===== src/rtl/branch_history_predictor.sv =====
// Purpose : 2-bit saturating-counter branch history table with post-reset init walk; optional stats via BP_STATS_EN.
// Latency : prediction and mispredict flag are combinational (0 cycles); training lands at the next rising clk edge.
// Backpressure: none; bp_busy is high for 2**IDX_W cycles after reset while the table is walked, predictions forced 0.
module branch_history_predictor #(
    parameter int         IDX_W    = 6,
    parameter int         XLEN     = 32,
    parameter logic [1:0] INIT_CNT = 2'b01
) (
    input  logic            clk,
    input  logic            reset_n,
    input  logic            f_valid,
    input  logic [XLEN-1:0] f_pc,
    output logic            f_pred_taken,
    input  logic            e_valid,
    input  logic            e_branch,
    input  logic [XLEN-1:0] e_pc,
    input  logic            e_btaken,
    input  logic            e_pred_taken,
    output logic            e_mispredict,
    output logic            bp_busy
`ifdef BP_STATS_EN
    ,
    input  logic            stat_clr,
    output logic [31:0]     stat_branches,
    output logic [31:0]     stat_mispredicts
`endif
);

    localparam int               DEPTH    = 1 << IDX_W;
    localparam logic [IDX_W-1:0] LAST_PTR = '1;

    localparam logic [0:0] ST_INIT = 1'b0;
    localparam logic [0:0] ST_RUN  = 1'b1;

    logic [0:0]       state;
    logic [IDX_W-1:0] init_ptr;
    logic [1:0]       cnt [DEPTH];

    logic [IDX_W-1:0] idx_f;
    logic [IDX_W-1:0] idx_e;
    logic [1:0]       cnt_e;
    logic [1:0]       cnt_next;
    logic             upd;

    // Word-aligned PCs: low two bits never select an entry.
    assign idx_f = f_pc[IDX_W+1:2];
    assign idx_e = e_pc[IDX_W+1:2];

    // Upper PC bits are deliberately ignored (aliasing, no tags).
    logic unused_pc_bits;
    assign unused_pc_bits = ^{f_pc[XLEN-1:IDX_W+2], f_pc[1:0], e_pc[XLEN-1:IDX_W+2], e_pc[1:0]};

    assign bp_busy = (state == ST_INIT);
    assign upd     = (state == ST_RUN) & e_valid & e_branch;

    // Prediction is the counter MSB, suppressed while the table holds garbage.
    assign f_pred_taken = f_valid & ~bp_busy & cnt[idx_f][1];

    // Flag stays live during INIT (pipeline still flushes); held low only under reset.
    assign e_mispredict = reset_n & e_valid & e_branch & (e_btaken != e_pred_taken);

    // Saturating next value for the EX-indexed counter.
    always_comb begin
        cnt_e    = cnt[idx_e];
        cnt_next = cnt_e;
        if (e_btaken) begin
            if (cnt_e != 2'b11) cnt_next = cnt_e + 2'b01;
        end else begin
            if (cnt_e != 2'b00) cnt_next = cnt_e - 2'b01;
        end
    end

    // Init walk sequencing; reset restarts the walk from entry 0.
    always_ff @(posedge clk or negedge reset_n) begin
        if (!reset_n) begin
            state    <= ST_INIT;
            init_ptr <= '0;
        end else if (state == ST_INIT) begin
            init_ptr <= init_ptr + 1'b1;
            if (init_ptr == LAST_PTR) state <= ST_RUN;
        end
    end

    // Counter array: init writes during the walk, training afterwards; no reset on storage.
    always_ff @(posedge clk) begin
        if (state == ST_INIT) begin
            cnt[init_ptr] <= INIT_CNT;
        end else if (upd) begin
            cnt[idx_e] <= cnt_next;
        end
    end

`ifdef BP_STATS_EN
    // Event counters; clear dominates a same-cycle increment, wrap naturally.
    always_ff @(posedge clk or negedge reset_n) begin
        if (!reset_n) begin
            stat_branches    <= '0;
            stat_mispredicts <= '0;
        end else if (stat_clr) begin
            stat_branches    <= '0;
            stat_mispredicts <= '0;
        end else begin
            if (upd) stat_branches <= stat_branches + 32'd1;
            if ((state == ST_RUN) & e_mispredict) stat_mispredicts <= stat_mispredicts + 32'd1;
        end
    end
`endif

endmodule


===== config.mk =====
export PLATFORM = sky130hd
export DESIGN_NAME = branch_history_predictor
export DESIGN_NICKNAME = d
export VERILOG_FILES = /design/src/rtl/branch_history_predictor.sv
export SDC_FILE = /design/constraint.sdc
export NUM_CORES = 1
export LEC_CHECK = 0
export CELL_PAD_IN_SITES_DETAIL_PLACEMENT = 0
export CELL_PAD_IN_SITES_GLOBAL_PLACEMENT = 1
export CORE_MARGIN = 2
export CORE_UTILIZATION = 47
export DETAILED_ROUTE_END_ITERATION = 12
export PLACE_DENSITY_LB_ADDON = 0.1
export REMOVE_ABC_BUFFERS = 1
export SLEW_MARGIN = 20
export SYNTH_ARGS = -nofsm -noshare
export SYNTH_HDL_FRONTEND = slang
export SYNTH_SLANG_ARGS = --single-unit

===== constraint.sdc =====
create_clock -name clk -period 5.3 [get_ports clk]
set_input_delay 0.795 -clock clk [delete_from_list [all_inputs] [get_ports clk]]
set_output_delay 0.795 -clock clk [all_outputs]
set_load 0.005 [all_outputs]

==> results.cfg, run 1 <==
[power]
leakagePower_uw = 0.00191
power.total_uw = 2500
ir_worst_vdd_uv = 177
power.density_nw_per_um2 = 345

[clock_tree]
post_cts_buffers = 0
postCtsHoldBufs = 0
post_cts_resized = 0
clockRootBuffer = clkbuf_16
clock-sinks = 135
clk_pin_slew_ns = 0.06
cts_buffer_depth = 2
clock_latency_ns = 0.42
cts_buffers = 17
cts.htree.levels = 4
cts_tree = done

[global_routing]
grt.overflow.total = 0
grt_pass1_wl_um = 21700
grt_max_degree = 41
grt_pass1_vias = 3712
antenna_found_initial = 0
grt_use_total = 0.213

[timing]
hold_viol = 0
rsz0062_at_grt = no
fin_worst_skew_ns = 0.00894
final.setup.tns_ns = 0
finalCriticalPeriod_ns = 4.68
setup_viol_count_final = 0
tightest_slew_ns = 0.942
fmax_ghz = 0.214
fin_hold_ws_ns = 0.545
fin_crit_sh = 0.882
final_max_slew_viol_count = 0
max_slew_margin = 0.372

[synthesis]
ys_seq_area_frac = 0.648
ys_top_cells_by_count = edfxtp_1, nor2_1, mux4_2, nand2_1, a22oi_1
async_flop_share = 0.0519
avgSynthCellArea_sq_um = 16.2
synth.cell_area_sq_um = 6200
syn_inst = 382
ys.flop_type = edfxtp_1
yosys_warnings = 0
synth-edff-count = 128
ys_types = 38
yosys.area.top_type = edfxtp_1
ys_ff_latch = 135
synth_top_area_frac = 0.619
yosysMostFrequentCell = edfxtp_1
netlist_top_cells_area = edfxtp_1, mux4_2, nor2_1

[routing]
vias = 3580
routed_wl_um = 14000
drtIter0Drc = 391
routedWlPerCell_um = 23.5
drcViolationCount = 0
drt-pass1-iter-count = 7
via_per_inst = 6.02
ant_nets = 0

[die]
pin_count = 74
die_y_um = 119
die_x_um = 119
dieArea_sq_um = 14100
rows = 41
initial_core_util = 0.486
core_sq_um = 12800

[setup_path]
worst-setup-path-type = in -> out
crit_path_end_kind = primary output
startpoint = f_pc[2]
worstPathRequired_ns = 4.51
worstSetupStartpointType = input pin
crit_arrival_ns = 3.88
r2r-end = cnt[12][0]
rr_worst_depth = 7
reg2reg_slack_ns = 2.56
r2r_start = cnt[31][1]
critical_path.max_fanout = 16

[min_path]
hold_start = init_ptr[3]
min_to = init_ptr[3]
hold_class = reg -> reg
hold_depth = 1

[job]
drv_cap = 0

[cells_and_area]
n_antenna_cell = 0
layout.nets = 483
area_growth_pct = 16.7
drive_gt1_frac = 0.225

[place]
numPortBuffers = 21
gp_congestion = 0.830
dp_hpwl_um = 9490

[run_status]
status = complete, no violations
[per-layer routing]
layer | vias to the layer above | part of all wire | global-route usage
met4 | 0 | 0.020 | 0.0759
met5 | - | 0 | 0
li1 | 1586 | - | -
met1 | 1858 | 0.43 | 0.295
met2 | 107 | 0.49 | 0.338
met3 | 29 | 0.060 | 0.0455
[stage by stage]
stage          instance area (sq um)  setup WS [ns]  instances   util
6_report                        7240          0.624        595  0.567
5_1_grt                         7240          0.547        595  0.567
4_1_cts                         7240          0.602        595  0.567
3_5_place_dp                    6610          0.623        564  0.517
3_3_place_gp                    6610          0.605        564  0.517
2_1_floorplan                   6110        0.00443        363      -
[power breakdown]
part,internal (uW),switching [uW]
registers,1150,0
clock network,829,431
logic,39.2,49.2
total,2020,480
[sequential cells by signal, indices dropped and copies added (netlist names)]
signal	count
cnt	128
init_ptr	6
state	1
[logic make-up (layout without fill, tap and decap cells)]
kind of cell	after synthesis	after routing	synth area share
buffers and inverters	23	64	0.0173
muxes	55	55	0.196
DFF	135	135	0.648
AOI/OAI and AO/OA	41	41	0.0442
adders and majority gates	2	2	0.00363
xor gates and xnor gates	6	6	0.00847
and+or+nand+nor	120	120	0.0829
[placed cells by master (no fill, tap or decap), drive strengths merged, types with 2 or more instances in the layout]
master	Yosys	layout
bufinv	0	5
buf	8	10
edfxtp	128	128
o21ai	6	6
clkinv	0	6
a211oi	2	2
a21oi	7	7
nor4	2	2
o21a	3	3
or3	3	3
clkdlybuf4s50	0	19
clkbuf	11	18
o31ai	3	3
nand2b	5	5
and3	2	2
nor2	70	70
clkinvlp	0	2
dfrtp	7	7
inv	4	4
nand3	8	8
mux4	53	53
nor2b	4	4
nand2	22	22
a22oi	16	16
xnor2	5	5
[worst max-delay path, cell delays in order]
cell             delay (ns)
clkdlybuf4s50_1        0.45
buf_4                  0.35
mux4_2                 0.59
mux4_2                 0.49
mux4_2                 0.54
and3_1                 0.21
clkdlybuf4s50_1        0.43
[area by class of cell]
cell class                      count  area [sq um]
Inverter                            4          15.0
Fill cell                        1012          5530
Tap cell                          172           215
Clock inverter                     13           205
Clock buffer                       18           429
Sequential cell                   135          4020
Timing Repair Buffer               29           260
Multi-Input combinational cell    224          2100
[worst max-delay path by stage]
stage / end / slack (ns) / cells past startpoint
6_report: f_pred_taken / 0.62 / 7
3_3_place_gp: f_pred_taken / 0.60 / 7
3_5_place_dp: f_pred_taken / 0.62 / 7
4_1_cts: f_pred_taken / 0.60 / 7
5_1_grt: f_pred_taken / 0.55 / 7
2_1_floorplan: cnt[0][0] / 0.004 / 6
No activity file was read; power rests on OpenSTA's default activity.
==> run 2, diff against run 1 <==
--- a/config.mk
+++ b/config.mk
@@ -7,6 +7,7 @@
 export LEC_CHECK = 0
 export CELL_PAD_IN_SITES_DETAIL_PLACEMENT = 0
 export CELL_PAD_IN_SITES_GLOBAL_PLACEMENT = 1
+export CORE_ASPECT_RATIO = 1.5
 export CORE_MARGIN = 2
 export CORE_UTILIZATION = 47
 export DETAILED_ROUTE_END_ITERATION = 12
==> results.cfg, run 2 (same netlist as run 1, synthesis figures left out) <==
[run_status]
status = complete, no violations

[place]
gp_congestion = 0.773
numPortBuffers = 21
dp_hpwl_um = 9580
dp_cells = 552

[cells_and_area]
drive_gt1_frac = 0.216
largest-register = cnt
utilization = 0.548
area_growth_pct = 14.4
largestRegisters = cnt: 128 flops, init_ptr: 6 flops, state: 1 flops
finalNonFillerCells = 584
largest_register_ffs = 128
layout.nets = 484
n_fill_cell = 1060
final_cell_mix = edfxtp_1, nor2_1, mux4_2
final_common_cell = edfxtp_1
n_antenna_cell = 0

[clock_tree]
cts.htree.levels = 4
clock-sinks = 135
post_cts_buffers = 0
postCtsHoldBufs = 0
clk_pin_slew_ns = 0.06
clockRootBuffer = clkbuf_16
cts_buffers = 17
post_cts_resized = 0
cts_tree = done
cts_buffer_depth = 2
clock_latency_ns = 0.41

[routing]
routedWlPerCell_um = 24.5
routed_wl_um = 14300
drt-pass1-iter-count = 4
via_per_inst = 6.01
drcViolationCount = 0
vias = 3507
drtIter0Drc = 279
ant_nets = 0

[power]
power.total_uw = 2230
ir_worst_vdd_uv = 230
power.density_nw_per_um2 = 315
leakagePower_uw = 0.00185

[global_routing]
grt_max_degree = 37
grt.overflow.total = 0
grt_use_total = 0.219
grt_pass1_wl_um = 22000
antenna_found_initial = 0
grt_pass1_vias = 3875

[setup_path]
startpoint = f_pc[2]
worstSetupStartpointType = input pin
r2r_start = cnt[31][0]
worstPathRequired_ns = 4.51
critical_path.top_delay_family = multiplexers
path_buf_inv = 3
crit_top_cell = mux4_2
cp_cell_sequence = clkdlybuf4s50_1 -> buf_4 -> mux4_2 -> mux4_2 -> mux4_2 -> and3_1 -> clkdlybuf4s50_1
crit_arrival_ns = 3.90
critical_path.max_fanout = 16
critPathSlowestCell = mux4_2
crit_path_end_kind = primary output
slowest_delay_ns = 0.57
worst-setup-path-type = in -> out

[die]
die_x_um = 97.8
rows = 51
core_sq_um = 13000
pin_count = 74
die_y_um = 145
initial_core_util = 0.479
dieArea_sq_um = 14200

[min_path]
hold_start = init_ptr[5]
hold_class = reg -> reg

[job]
drv_cap = 0

[timing]
tightest_slew_ns = 0.971
rsz0062_at_grt = no
max_slew_margin = 0.353
setup_viol_count_final = 0
fmax_ghz = 0.213
hold_viol = 0
final.setup.tns_ns = 0
fin_crit_sh = 0.886
finalCriticalPeriod_ns = 4.69
fin_hold_ws_ns = 0.517
fin_worst_skew_ns = 0.0130
final_max_slew_viol_count = 0
-- run 2: cell types whose count changed in the layout (fill, tap and decap cells not counted) --
cell	delta
bufinv_16	-5
clkinv_4	-3
clkinvlp_4	+2
clkbuf_1	+4
clkinv_2	+2
clkinv_1	+1
buf_4	+1
-- run 2: path summary, 6_finish.rpt --
path                                end  slack [ns]  cells past startpoint
setup / recovery           f_pred_taken        0.61                      7
hold / removal              init_ptr[5]        0.52                      1
setup reg to reg             cnt[50][1]        2.46                      7
hold reg to reg             init_ptr[5]        0.52                      1
max in group asynchronous   init_ptr[0]        4.33                      1
min in group asynchronous   init_ptr[1]        0.68                      1
-- run 2: area by class of cell --
cell class                 count  area [sq um]  area share
clock buffer                  22           444      0.0626
inverter                       4          15.0     0.00211
sequential                   135          4020       0.566
timing repair buffer          30           268      0.0377
tap                          159           199      0.0280
multi-input combinational    224          2100       0.295
clock inverter                10          57.6     0.00811
-- run 2: metrics by stage --
stage                     instance area, sq um  setup WS (ns)
after floorplan                           6110        0.00443
after global placement                    6600          0.574
after detailed placement                  6600          0.607
after CTS                                 7100          0.597
after global routing                      7100          0.523
final                                     7100          0.605
-- run 2: layer usage --
layer / share of wire / GRT usage / vias to the layer above
li1: - / - / 1588
met1: 0.37 / 0.273 / 1773
met2: 0.55 / 0.379 / 134
met3: 0.073 / 0.0384 / 12
met4: 0.015 / 0.0965 / 0
met5: 0 / 0 / -
-- run 2: power breakdown --
group | internal, uW | switching [uW] | total (uW)
sequential | 1150 | 0 | 1150
clock | 589 | 404 | 993
combinational | 39.8 | 49.3 | 89.1
total | 1780 | 454 | 2230
==> run 3, diff against run 2 <==
--- a/config.mk
+++ b/config.mk
@@ -11,6 +11,8 @@
 export CORE_MARGIN = 2
 export CORE_UTILIZATION = 47
 export DETAILED_ROUTE_END_ITERATION = 12
+export GPL_TIMING_DRIVEN = 0
+export MAX_ROUTING_LAYER = met4
 export PLACE_DENSITY_LB_ADDON = 0.1
 export REMOVE_ABC_BUFFERS = 1
 export SLEW_MARGIN = 20
==> results.cfg, run 3 (same netlist as run 1, synthesis figures left out) <==
[run_status]
status = complete, no violations

[die]
dieArea_sq_um = 14200
pin_count = 74
die_x_um = 97.8
initial_core_util = 0.479
core_sq_um = 13000
rows = 51
die_y_um = 145

[global_routing]
grt_max_degree = 34
grt_use_total = 0.223
grt.overflow.total = 0
grt.busiest_layer = met2
grt_pass1_wl_um = 21500
antenna_found_initial = 0
grt_pass1_vias = 3688
grt_use_met3 = 0.0447
global_route.usage.met2 = 0.375
groute.layer.met1.usage = 0.272

[clock_tree]
cts.htree.levels = 4
cts_buffer_depth = 2
cts_tree = done
clk_pin_slew_ns = 0.06
post_cts_buffers = 0
post_cts_resized = 0
clock-sinks = 135
cts_buffers = 17
clock_latency_ns = 0.42
postCtsHoldBufs = 0
clockRootBuffer = clkbuf_16

[power]
leakagePower_uw = 0.00186
power.total_uw = 2310
power.density_nw_per_um2 = 322
ir_worst_vdd_uv = 204

[cells_and_area]
final_cell_mix = edfxtp_1, nor2_1, mux4_2
largest-register = cnt
final_cell_area_sq_um = 7170
drive_gt1_frac = 0.217
final_common_cell = edfxtp_1
largestRegisters = cnt: 128 flops, init_ptr: 6 flops, state: 1 flops
layout.nets = 479
area_growth_pct = 15.6
largest_register_ffs = 128
utilization = 0.554

[timing]
finalCriticalPeriod_ns = 4.94
fin_worst_skew_ns = 0.00892
max_slew_margin = 0.284
tightest_slew_ns = 1.07
rsz0062_at_grt = no
fin_crit_sh = 0.932
setup_ws_ns = 0.359
setup_viol_count_final = 0
hold_viol = 0
fmax_ghz = 0.202
final_max_slew_viol_count = 0
final.setup.tns_ns = 0

[setup_path]
worstPathRequired_ns = 4.51
reg2reg_slack_ns = 2.27
critical_path.max_fanout = 16
crit_path_end_kind = primary output
worstSetupStartpointType = input pin
crit_arrival_ns = 4.15
worst-setup-path-type = in -> out

[place]
gp_congestion = 0.779
dp_hpwl_um = 9650
place_area_sq_um = 6630
dp_slack_ns = 0.387
numPortBuffers = 21

[routing]
routed_wl_um = 14200
drcViolationCount = 0
vias = 3543
via_per_inst = 6.12
drtIter0Drc = 217
drt-pass1-iter-count = 4
ant_nets = 0
routedWlPerCell_um = 24.6

[job]
drv_cap = 0

[min_path]
hold_class = reg -> reg
==> run 3: routing by layer <==
layer,routed length [um],part of all wire
met1,5620,0.39
met2,7630,0.54
met3,686,0.048
met4,299,0.021
met5,0,0
==> run 3: final timing paths <==
kind                             startpoint           end  cells after the start
worst min-delay path            init_ptr[0]   init_ptr[0]                      1
max in group asynchronous           reset_n   init_ptr[3]                      1
worst max-delay path                f_pc[3]  f_pred_taken                      6
worst max register to register   cnt[30][0]    cnt[60][0]                      7
worst min register to register  init_ptr[0]   init_ptr[0]                      1
min in group asynchronous           reset_n         state                      1
==> run 3: stage by stage <==
| stage | hold WS, ns | instances |
|---|---|---|
| floorplan | 0.481 | 363 |
| global placement | 0.502 | 543 |
| detailed placement | 0.515 | 547 |
| global route | 0.565 | 578 |
| CTS | 0.527 | 578 |
| finish | 0.528 | 579 |
==> run 3: report_power, final <==
group          internal [uW]  switching [uW]
registers               1150               0
clock network            636             435
logic                   40.7            50.0
total                   1830             485
==> run 3: worst max-delay path, stage by stage <==
cell and delay, ns:
clkdlybuf4s50_1 1.18, mux4_2 0.45, mux4_2 0.51, mux4_2 0.55
and3_1 0.21, clkdlybuf4s50_1 0.44
==> run 3: layout make-up <==
| type | count | area [sq um] |
|---|---|---|
| inverters | 4 | 15.0 |
| well taps | 159 | 199 |
| clock buffers | 18 | 429 |
| multi-input cells | 224 | 2100 |
| clock inverters | 13 | 110 |
| diodes | 1 | 2.50 |
| repair buffers | 25 | 300 |
| flip-flops and latches | 135 | 4020 |
| fillers | 1072 | 5780 |
